===== src/rtl/mem_access_stage.sv =====
// MEM stage of the RV32 pipeline: issues loads/stores to a variable-latency
// data memory over a req/ack handshake, stalls upstream while an access is
// outstanding, resolves PC redirects and holds the MEM/WB boundary register.
module mem_access_stage #(
  parameter int DATA_W      = 32,
  parameter int TIMEOUT_CYC = 16
) (
  input  logic              clk,
  input  logic              rst_n,
  input  logic [DATA_W-1:0] read_data_2_mem,
  input  logic [DATA_W-1:0] aluresult_mem,
  input  logic              branch_mem,
  input  logic              zero_mem,
  input  logic              memwrite_mem,
  input  logic              memtoreg_mem,
  input  logic              regwrite_mem,
  input  logic              Jal_mem,
  input  logic              Jalr_mem,
  input  logic [4:0]        instruccion_117_mem,
  input  logic [DATA_W-1:0] result_mem,
  output logic              dmem_req,
  output logic              dmem_we,
  output logic [DATA_W-1:0] dmem_addr,
  output logic [DATA_W-1:0] dmem_wdata,
  input  logic [DATA_W-1:0] dmem_rdata,
  input  logic              dmem_ack,
  output logic              stall_o,
  output logic              pcsrc_o,
  output logic [DATA_W-1:0] pc_target_o,
  output logic              regwrite_wb,
  output logic              memtoreg_wb,
  output logic [DATA_W-1:0] read_data_wb,
  output logic [DATA_W-1:0] aluresult_wb,
  output logic [4:0]        instruccion_117_wb,
  output logic              misalign_err,
  output logic              bus_err
);

  localparam int CNT_W = $clog2(TIMEOUT_CYC) + 1;

  typedef enum logic [1:0] {S_IDLE, S_WAIT, S_DONE} state_t;

  state_t              state_q;
  logic [CNT_W-1:0]    cnt_q;
  logic [DATA_W-1:0]   lbuf_q;
  logic                abort_q;

  logic                dmem_req_q;
  logic                dmem_we_q;
  logic [DATA_W-1:0]   dmem_addr_q;
  logic [DATA_W-1:0]   dmem_wdata_q;
  logic                misalign_q;
  logic                bus_err_q;

  logic                regwrite_wb_q;
  logic                memtoreg_wb_q;
  logic [DATA_W-1:0]   read_data_wb_q;
  logic [DATA_W-1:0]   aluresult_wb_q;
  logic [4:0]          rd_wb_q;

  logic                mem_op;
  logic                aligned;
  logic                start_acc;
  logic                misal;
  logic                timeout;
  logic                wb_kill;
  logic [DATA_W-1:0]   wb_rdata_d;

  // Decode the current EX/MEM instruction and derive stall and redirect.
  always_comb begin
    mem_op      = memwrite_mem | memtoreg_mem;
    aligned     = (aluresult_mem[1:0] == 2'b00);
    start_acc   = (state_q == S_IDLE) & mem_op & aligned;
    misal       = (state_q == S_IDLE) & mem_op & ~aligned;
    timeout     = (cnt_q == CNT_W'(TIMEOUT_CYC - 1));
    stall_o     = start_acc | (state_q == S_WAIT);
    pcsrc_o     = (branch_mem & zero_mem) | Jal_mem | Jalr_mem;
    pc_target_o = Jalr_mem ? {aluresult_mem[DATA_W-1:1], 1'b0} : result_mem;
    // An aborted access or a misaligned op must never write the register file.
    wb_kill     = misal | ((state_q == S_DONE) & abort_q);
    wb_rdata_d  = ((state_q == S_DONE) & memtoreg_mem) ? lbuf_q : '0;
  end

  // Access FSM with its registered memory-bus and error outputs.
  always_ff @(posedge clk or negedge rst_n) begin
    if (!rst_n) begin
      state_q      <= S_IDLE;
      cnt_q        <= '0;
      lbuf_q       <= '0;
      abort_q      <= 1'b0;
      dmem_req_q   <= 1'b0;
      dmem_we_q    <= 1'b0;
      dmem_addr_q  <= '0;
      dmem_wdata_q <= '0;
      misalign_q   <= 1'b0;
      bus_err_q    <= 1'b0;
    end else begin
      misalign_q <= misal;
      bus_err_q  <= 1'b0;
      case (state_q)
        S_IDLE: begin
          cnt_q   <= '0;
          abort_q <= 1'b0;
          if (start_acc) begin
            state_q      <= S_WAIT;
            dmem_req_q   <= 1'b1;
            dmem_we_q    <= memwrite_mem;
            dmem_addr_q  <= aluresult_mem;
            dmem_wdata_q <= read_data_2_mem;
          end
        end
        S_WAIT: begin
          cnt_q <= cnt_q + 1'b1;
          // A completion in the final allowed cycle still counts as success.
          if (dmem_ack) begin
            lbuf_q     <= dmem_rdata;
            dmem_req_q <= 1'b0;
            abort_q    <= 1'b0;
            state_q    <= S_DONE;
          end else if (timeout) begin
            lbuf_q     <= '0;
            dmem_req_q <= 1'b0;
            abort_q    <= 1'b1;
            bus_err_q  <= 1'b1;
            state_q    <= S_DONE;
          end
        end
        S_DONE: begin
          cnt_q   <= '0;
          state_q <= S_IDLE;
        end
        default: state_q <= S_IDLE;
      endcase
    end
  end

  // MEM/WB boundary: load on free cycles, insert a bubble while stalled.
  always_ff @(posedge clk or negedge rst_n) begin
    if (!rst_n) begin
      regwrite_wb_q  <= 1'b0;
      memtoreg_wb_q  <= 1'b0;
      read_data_wb_q <= '0;
      aluresult_wb_q <= '0;
      rd_wb_q        <= '0;
    end else if (!stall_o) begin
      regwrite_wb_q  <= regwrite_mem & ~wb_kill;
      memtoreg_wb_q  <= memtoreg_mem;
      read_data_wb_q <= wb_rdata_d;
      aluresult_wb_q <= aluresult_mem;
      rd_wb_q        <= instruccion_117_mem;
    end else begin
      regwrite_wb_q <= 1'b0;
      memtoreg_wb_q <= 1'b0;
    end
  end

  assign dmem_req           = dmem_req_q;
  assign dmem_we            = dmem_we_q;
  assign dmem_addr          = dmem_addr_q;
  assign dmem_wdata         = dmem_wdata_q;
  assign misalign_err       = misalign_q;
  assign bus_err            = bus_err_q;
  assign regwrite_wb        = regwrite_wb_q;
  assign memtoreg_wb        = memtoreg_wb_q;
  assign read_data_wb       = read_data_wb_q;
  assign aluresult_wb       = aluresult_wb_q;
  assign instruccion_117_wb = rd_wb_q;

endmodule


===== config.mk =====
export PLATFORM = sky130hd
export DESIGN_NAME = mem_access_stage
export DESIGN_NICKNAME = d
export VERILOG_FILES = /design/src/rtl/mem_access_stage.sv
export SDC_FILE = /design/constraint.sdc
export NUM_CORES = 1
export LEC_CHECK = 0
export ABC_CLOCK_PERIOD_IN_PS = 2400
export CAP_MARGIN = 30
export CORE_MARGIN = 5
export CORE_UTILIZATION = 40
export CTS_BUF_LIST = sky130_fd_sc_hd__clkbuf_4
export CTS_CLUSTER_DIAMETER = 150
export CTS_CLUSTER_SIZE = 10
export DETAILED_ROUTE_END_ITERATION = 8
export DONT_BUFFER_PORTS = 1
export GPL_ROUTABILITY_DRIVEN = 0
export PLACE_DENSITY = 0.6
export RECOVER_POWER = 100
export SKIP_CTS_REPAIR_TIMING = 1
export SLEW_MARGIN = 10
export SYNTH_ARGS = -nofsm -noshare
export SYNTH_HDL_FRONTEND = slang
export SYNTH_SLANG_ARGS = --single-unit
export TNS_END_PERCENT = 5

===== constraint.sdc =====
create_clock -name clk -period 2.4 [get_ports clk]
set_input_delay 0.48 -clock clk [delete_from_list [all_inputs] [get_ports clk]]
set_output_delay 0.48 -clock clk [all_outputs]
set_load 0.01 [all_outputs]

# [Word level (Yosys, flattened, before mapping)]
# Cells that the tools add are included.
[word_totals] reg_bits=179 latchBits=0 ram_bits=0 mem_bits_ro=0 inputBits=143 output_inout_bits=173 wordCells=67 mem_count=0
[op_classes] add_sub_neg=1 mul=0 div=0 order_cmp=0 eq_ne=5 shift=0 n_mux=21 bitwise=14 n_reduce_logical=11
[op_table] operator="$mux W32" n=4
[op_table] operator="$mux W1" n=10
[op_table] operator="$pmux W5 S2" n=1
[op_table] operator="$reduce_and A2 Y1" n=4
[op_table] operator="$and A1 B1 Y1" n=7
[op_table] operator="$mux W2" n=3
[op_table] operator="$reduce_bool A2 Y1" n=3
[op_table] operator="$add A5 B1 Y5 const B" n=1
[op_table] operator="$eq A5 B4 Y1 const B" n=1
[op_table] operator="$or A1 B1 Y1" n=5
[op_table] operator="$logic_not A2 Y1" n=2
[op_table] operator="$pmux W1 S2" n=2
[op_table] operator="$pmux W2 S2" n=1
[op_table] operator="$ne A3 B3 Y1 const B" n=1
[op_table] operator="$reduce_and A3 Y1" n=1
[op_table] operator="$eq A2 B1 Y1 const B" n=1
[op_table] operator="$eq A2 B2 Y1 const B" n=1
[op_table] operator="$ne A2 B2 Y1 const B" n=1
[op_table] operator="$not A1 Y1" n=2
[op_table] operator="$reduce_or A2 Y1" n=1

# [Longest topological paths before layout]
# Gate-level depths: netlist (run 1).
[depth] depth_word=7 mapped_depth=6 ltp_nobuf=5

# [Worst setup path before layout (run 1)]
# Ideal clock, no wire load.
[synth_path] kind="input to output" start="in Jalr_mem" end="out pc_target_o[10]" arrival_ns=1.425 required_ns=1.920 path_slack_ns=0.495 stages=3 cell_sequence="clkbuf_1 > clkbuf_1 > mux2_2"
[synth_between] elab_chain_len=1
[synth_lines] item="from (decl)" line_no="18" text="input logic Jalr_mem,"
[synth_lines] item="$mux W32" line_no="78" text="pc_target_o = Jalr_mem ? {aluresult_mem[DATA_W-1:1], 1'b0} : result_mem;"
[synth_lines] item="to (decl)" line_no="29" text="output logic [DATA_W-1:0] pc_target_o,"
# No other way between the ends.

# [Worst setup path after layout (run 1)]
[layout_path] start="reg state_q[1]" end="reg aluresult_wb_q[17] (netlist: aluresult_wb[17])"
[layout_between] elab_chain_len=4 elab_cells_between_ends=5 classes_between="eq/ne: 1; bitwise: 3; reduce/logical: 1"
[layout_lines] item="from (decl)" line_no="43" text="state_t state_q;"
[layout_lines] item="from (signal assigned)" line_no="87" text="state_q <= S_IDLE;"
[layout_lines] item="from (signal assigned)" line_no="105" text="state_q <= S_WAIT;"
[layout_lines] item="from (signal assigned)" line_no="119" text="state_q <= S_DONE;"
[layout_lines] item="$logic_not A2 Y1" line_no="73" text="start_acc = (state_q == S_IDLE) & mem_op & aligned;"
[layout_lines] item="$and A1 B1 Y1 (2 in a row)" line_no="73"
[layout_lines] item="$or A1 B1 Y1 (*)" line_no="76" text="stall_o = start_acc | (state_q == S_WAIT);"
[layout_lines] item="to (signal assigned)" line_no="149" text="aluresult_wb_q <= aluresult_mem;"
[layout_lines] item="to (decl)" line_no="58" text="logic [DATA_W-1:0] aluresult_wb_q;"
# Every way passes the cells marked *; elsewhere a longest branch is shown, timed or not.
# A chain may end at the register's enable or synchronous reset.

==> results.py, run 1 <==
metrics = {
    "die": {
        "die_w_um": 147,
        "core-area_um2": 18600,
        "rows": 50,
        "die_height_um": 147,
        "boundaryPins": 316,
        "design.die.area_um2": 21700,
        "floorplan.initialDensity_pct": 40.4,
    },
    "power": {
        "ir_drop_mv": 0.415,
        "power.density_nw_per_um2": 858,
        "p_leak_uw": 0.00355,
    },
    "critical_path": {
        "worst-path-max-fanout": 48,
        "rrSetupSlack_ps": 330,
        "critPathRequiredTime_ps": 2840,
        "reg2reg_depth": 5,
        "cp-start-kind": "register",
        "crit_path_end_kind": "register",
        "wp_data_arrival_ps": 2500,
        "r2r_start": "state_q[1]",
        "worst-setup-path-type": "reg -> reg",
        "reg_to_reg_critical_path_endpoint": "aluresult_wb[17]",
    },
    "place": {
        "detailedPlacementHpwl_um": 14100,
        "io_buffer_count": 0,
        "pre_cts_slack_ps": 391,
        "numPlacedInstances": 775,
    },
    "logic_synthesis": {
        "most_common_cell_in_the_synthesized_netlist": "sky130_fd_sc_hd__dfrtp_1",
        "netlist_top_cells_area": "sky130_fd_sc_hd__dfrtp_1 59%, sky130_fd_sc_hd__mux2_2 10%, sky130_fd_sc_hd__o211ai_1 7.0%, sky130_fd_sc_hd__a32o_1 4.5%, sky130_fd_sc_hd__mux2_1 3.9%",
        "ys_dominant_reg_cell": "sky130_fd_sc_hd__dfrtp_1",
        "synth-edff-count": 0,
        "ys_top_cells_by_count": "179 x sky130_fd_sc_hd__dfrtp_1, 71 x sky130_fd_sc_hd__nand2_1, 70 x sky130_fd_sc_hd__o211ai_1, 68 x sky130_fd_sc_hd__mux2_2, 34 x sky130_fd_sc_hd__a32o_1",
        "ys_types": 40,
        "synth_top_cell_area_share_pct": 59.4,
        "synth-seq-area-share_pct": 59.4,
        "post_synthesis_sequential_element_count": 179,
        "async_flop_share_pct": 100,
        "avgSynthCellArea_um2": 13.0,
        "synth_nets": 724,
        "postSynthCellCount": 579,
        "ys.warnings.count": 0,
        "yosysTopAreaCell": "sky130_fd_sc_hd__dfrtp_1",
        "syn_area_um2": 7540,
    },
    "timing": {
        "drv_slew": 0,
        "fmaxAchievable_ghz": 0.484,
        "grt_setup_unrepaired": "no",
        "timing_hold_violations_final": 179,
        "least_setup_slack_across_all_paths_after_layout_ps": 333,
        "setup_viol": 0,
        "period_needed_ps": 2070,
        "worst_clock_skew_ps": 24.8,
        "layout_worst_path_cycle_share_pct": 86.1,
        "slew_headroom_pct": 52.7,
        "setup_total_negative_slack_ps": 0,
        "tightest_slew_ps": 710,
        "finalHoldWorstSlack_ps": -391,
    },
    "hold_path": {
        "holdCritPathClass": "in -> async",
    },
    "clocking": {
        "clkSlewWorstSetupHoldPaths_ps": 150,
        "cts-htree-levels": 4,
        "cts.root.buffer_cell": "sky130_fd_sc_hd__clkbuf_4",
        "tritoncts": "yes",
        "cts.sinks": 179,
        "cts-buffers-inserted": 17,
        "clock_latency_ps": 540,
        "cts-root-to-sink-buffers": 2,
    },
    "grt": {
        "globalRoute.totalOverflow": 0,
        "grt_pass1_vias": 5118,
        "grt_first_pass_wirelength_um": 31400,
        "antenna_found_initial": 1,
        "gr-usage-all-layers_pct": 18.5,
        "grt_max_degree": 180,
    },
    "drt": {
        "routed_wire_length_per_instance_um": 24.9,
        "drt-total-wl_um": 20800,
        "first_iter_violations": 264,
        "post-route-drc-count": 0,
        "num_vias": 4982,
        "via_per_inst": 5.95,
        "drt-pass1-iter-count": 6,
        "antenna_violating_nets_post_route": 0,
    },
    "run_status": {
        "run_status": "finished with violations",
        "failing_checks": "negative hold slack",
    },
    "final_layout": {
        "finish.net_count": 736,
        "fillers": 1707,
        "layout-drive-gt1-share_pct": 14.6,
        "syn2layout_area_growth_pct": 9.67,
        "finalNonFillerCells": 837,
        "final_util_pct": 44.4,
    },
    "run": {
        "max_cap_violations": 0,
    },
}
==> layout by cell type (no fill, tap or decap), types with 7 or more instances in the layout <==
master                            n
sky130_fd_sc_hd__dfrtp_1        178
sky130_fd_sc_hd__nand2_1         71
sky130_fd_sc_hd__o211ai_1        70
sky130_fd_sc_hd__mux2_1          57
sky130_fd_sc_hd__mux2_2          37
sky130_fd_sc_hd__a32o_1          34
sky130_fd_sc_hd__a22o_1          32
sky130_fd_sc_hd__dlygate4sd3_1   31
sky130_fd_sc_hd__clkbuf_4        17
sky130_fd_sc_hd__buf_4           11
sky130_fd_sc_hd__nor2_1           7
==> critical path, cell delays in order, from the launching register on <==
cell	delay, ps
sky130_fd_sc_hd__dfrtp_2	440
sky130_fd_sc_hd__inv_2	80
sky130_fd_sc_hd__clkbuf_2	560
sky130_fd_sc_hd__buf_4	580
sky130_fd_sc_hd__nand2_1	100
sky130_fd_sc_hd__o211ai_1	190
==> through the flow <==
stage / total power, uW / hold WS (ps) / cell area [um2]
6_report: 7090 / -391 / 8270
3_5_place_dp: 5510 / 188 / 7700
2_1_floorplan: 5140 / 184 / 7540
3_3_place_gp: 5420 / 188 / 7700
4_1_cts: 7170 / -454 / 7960
5_1_grt: 7490 / -488 / 8270
==> layer usage <==
metal	vias up	part of all wire, %	global-route usage [%]
li1	2162	-	-
met1	2587	38	22.1
met2	214	52	31.7
met3	19	7.7	6.69
met4	0	1.9	5.03
met5	-	0	0
==> sequential cells by signal (all words and copies together), names as in the netlist <==
signal and count:
abort_q 1, aluresult_wb 32, bus_err 1, cnt_q 5, dmem_addr 32, dmem_req 1
dmem_wdata 32, dmem_we 1, instruccion_117_wb 5, lbuf_q 32, memtoreg_wb 1, misalign_err 1
read_data_wb 32, regwrite_wb 1, state_q 2
==> worst max path at each step <==
stage	startpoint	to	slack, ps	depth (start not counted)
final	state_q[1]	aluresult_wb[17]	330	5
after global routing	state_q[1]	aluresult_wb[23]	180	5
after CTS	state_q[1]	stall_o	340	2
after detailed placement	aluresult_mem[1]	dmem_wdata[28]	390	4
after global placement	aluresult_mem[1]	dmem_wdata[23]	460	4
after floorplan	Jalr_mem	pc_target_o[10]	490	3
==> logic make-up (layout without fill, tap and decap cells) <==
| family | after synthesis | in the layout | synth area share, % |
|---|---|---|---|
| compound gates | 148 | 148 | 16.4 |
| xor+xnor | 3 | 3 | 0.349 |
| fa+ha+maj | 2 | 2 | 0.332 |
| buf+inv | 57 | 80 | 3.90 |
| flops | 179 | 179 | 59.4 |
| mux | 95 | 95 | 14.2 |
| other cells | 0 | 1 | 0 |
| simple gates | 95 | 95 | 5.39 |
==> power breakdown <==
group / leakage (uW) / internal, uW / switching (uW)
Sequential: 0.00223 / 3660 / 713
Combinational: 0.00118 / 575 / 513
Clock: 0.000147 / 612 / 1020
==> cell type report <==
class / count / area [um2] / share of cell area [%]
sequential: 179 / 4480 / 54.2
timing repair buffer: 45 / 422 / 5.10
clock inverter: 13 / 134 / 1.62
tap: 234 / 293 / 3.54
clock buffer: 17 / 128 / 1.54
antenna: 1 / 2.50 / 0.0303
inverter: 5 / 18.8 / 0.227
multi-input combinational: 343 / 2790 / 33.8
No activity file was read; power rests on OpenSTA's default activity.
==> run 2: changes to the inputs <==
Settings changed: ABC_CLOCK_PERIOD_IN_PS 2400 to unset, CAP_MARGIN 30 to unset, PLACE_DENSITY 0.6 to unset.
==> results of run 2 <==
The final DEF is identical to that of run 1; final timing and power are the same.
==> run 3: changes to the inputs <==
Settings changed: CORE_ASPECT_RATIO set to 0.5, DONT_BUFFER_PORTS 1 to unset, PLACE_DENSITY set to 0.76.
==> run 3 against run 2 <==
The flow now finishes without violations. Fmax down 11%. Worst hold slack improved by 850 ps. Register-to-register slack lost 150 ps. Combinational power rose by 140%. Sequential power fell by 9.2%. Via count is 24% higher. Global-route usage up 2.9 points. Sequential share of layout area shrank 15 points. Cell count rose by 40%. Utilization rose by 17 points. Die area is 0.77% higher. Critical path type is now in -> out.
==> results.py, run 3 (same netlist as run 1, synthesis figures left out) <==
metrics = {
    "hold_path": {
        "holdCritPathClass": "in -> reg",
        "timing.hold.worst_path_depth": 2,
    },
    "clocking": {
        "tritoncts": "yes",
        "cts-buffers-inserted": 17,
        "cts-root-to-sink-buffers": 2,
        "clkSlewWorstSetupHoldPaths_ps": 160,
        "clock_latency_ps": 580,
        "cts.root.buffer_cell": "sky130_fd_sc_hd__clkbuf_4",
        "cts.sinks": 179,
        "cts-htree-levels": 4,
    },
    "timing": {
        "tightest_slew_ps": 1160,
        "drv_slew": 0,
        "grt_setup_unrepaired": "no",
        "layout_worst_path_cycle_share_pct": 97.2,
        "worst_clock_skew_ps": 33.9,
        "fmaxAchievable_ghz": 0.429,
        "setup_viol": 0,
        "period_needed_ps": 2330,
        "slew_headroom_pct": 22.8,
        "timing_hold_violations_final": 0,
        "least_setup_slack_across_all_paths_after_layout_ps": 68.2,
    },
    "drt": {
        "routed_wire_length_per_instance_um": 20.3,
        "antenna_violating_nets_post_route": 0,
        "first_iter_violations": 284,
        "drt-pass1-iter-count": 4,
        "drt-total-wl_um": 23800,
        "num_vias": 6161,
        "via_per_inst": 5.27,
        "post-route-drc-count": 0,
    },
    "grt": {
        "globalRoute.totalOverflow": 0,
        "grt_pass1_vias": 6431,
        "grt_max_degree": 65,
        "grt_first_pass_wirelength_um": 36800,
        "antenna_found_initial": 1,
        "gr-usage-all-layers_pct": 21.3,
    },
    "run_status": {
        "run_status": "complete, no violations",
    },
    "place": {
        "io_buffer_count": 315,
        "detailedPlacementHpwl_um": 17100,
        "dpl_cell_area_um2": 11100,
        "pre_cts_slack_ps": -172,
    },
    "die": {
        "core-area_um2": 18400,
        "rows": 35,
        "design.die.area_um2": 21900,
        "die_w_um": 204,
        "floorplan.initialDensity_pct": 40.9,
        "boundaryPins": 316,
        "die_height_um": 107,
    },
    "critical_path": {
        "worst-path-max-fanout": 3,
        "critPathRequiredTime_ps": 1920,
        "worst-setup-path-type": "in -> out",
        "crit_path_end_kind": "output port",
        "reg2reg_depth": 5,
        "cp-start-kind": "input port",
        "wp_data_arrival_ps": 1850,
    },
    "final_layout": {
        "finish.net_count": 1042,
        "syn2layout_area_growth_pct": 50.1,
        "layout-drive-gt1-share_pct": 15.6,
        "regArea_um2": 4480,
        "mostFrequentLayoutCell": "sky130_fd_sc_hd__dfrtp_1",
        "fillers": 1461,
        "multi_input_gate_area_um2": 2780,
        "layout_common_cells": "179 x sky130_fd_sc_hd__dfrtp_1, 171 x sky130_fd_sc_hd__clkdlybuf4s50_1, 142 x sky130_fd_sc_hd__dlygate4sd3_1",
        "stdcell_area_um2": 11300,
    },
    "power": {
        "p_int_uw": 5560,
        "power.density_nw_per_um2": 729,
        "total_switching_power_uw": 2690,
        "p_sw_share_pct": 32.6,
        "ir_drop_mv": 0.351,
        "power_frac_seq_pct": 48.2,
        "power.clock.fraction_pct": 20.7,
        "combinationalPowerShare_pct": 31.2,
        "p_leak_uw": 0.00492,
    },
    "run": {
        "max_cap_violations": 0,
    },
}
[run 3: changes by cell type in the layout (fill, tap and decap cells not counted), sizes merged]
cell,change
dlygate4sd3,+111
clkdlybuf4s50,+171
inv,+5
bufinv,-2
clkbuf,+12
clkinvlp,-1
buf,+12
[run 3: area by class of cell]
| cell class | instances | share of cell area (%) |
|---|---|---|
| clock inverters | 15 | 1.40 |
| inverters | 5 | 0.166 |
| diodes | 1 | 0.0221 |
| clock buffers | 17 | 1.13 |
| flip-flops and latches | 179 | 39.6 |
| multi-input cells | 343 | 24.6 |
| well taps | 259 | 2.86 |
| repair buffers | 351 | 30.2 |
[run 3: through the flow]
step,TNS (ps),utilization [%],hold WS [ps],cells,total power (uW)
final,0,61.4,460,1170,8250
after global routing,0,61.4,392,1170,8710
after CTS,-4730,61.8,-215,1167,8580
after detailed placement,-4520,60.3,450,1135,6860
after global placement,-3870,60.3,439,1135,6770
after floorplan,0,-,184,579,5140
[run 3: path summary, 6_finish.rpt]
kind                                        from              to  slack, ps
max in group asynchronous                  rst_n   dmem_addr[23]        390
worst max-delay path            aluresult_mem[1]  pc_target_o[1]         70
min in group asynchronous                  rst_n  dmem_wdata[29]        650
worst max register to register        state_q[1]       lbuf_q[4]        180
worst min-delay path                regwrite_mem     regwrite_wb        460
worst min register to register      dmem_addr[4]    dmem_addr[4]        500
[run 3: critical path, cell delays in order]
cell	delay, ps
sky130_fd_sc_hd__clkdlybuf4s50_1	460
sky130_fd_sc_hd__buf_4	170
sky130_fd_sc_hd__mux2_2	260
sky130_fd_sc_hd__clkdlybuf4s50_1	480
[run 3: power groups by stage]
stage / logic (uW) / clock network [uW] / registers [uW]
2_1_floorplan: 906 / 0 / 4230
3_3_place_gp: 2750 / 0 / 4020
3_5_place_dp: 2800 / 0 / 4060
4_1_cts: 2810 / 1760 / 4000
5_1_grt: 2760 / 1900 / 4060
6_report: 2570 / 1710 / 3970
[run 3: per-layer routing]
layer  vias to the layer above  routed length (um)  share of wire, %  GRT usage [%]
met5                         -                   0                 0              0
met4                         0                 640               2.7           7.02
met3                        44                1190               5.0           5.26
met2                       174               12400                52           37.1
met1                      3155                9560                40           26.3
li1                       2788                   -                 -              -
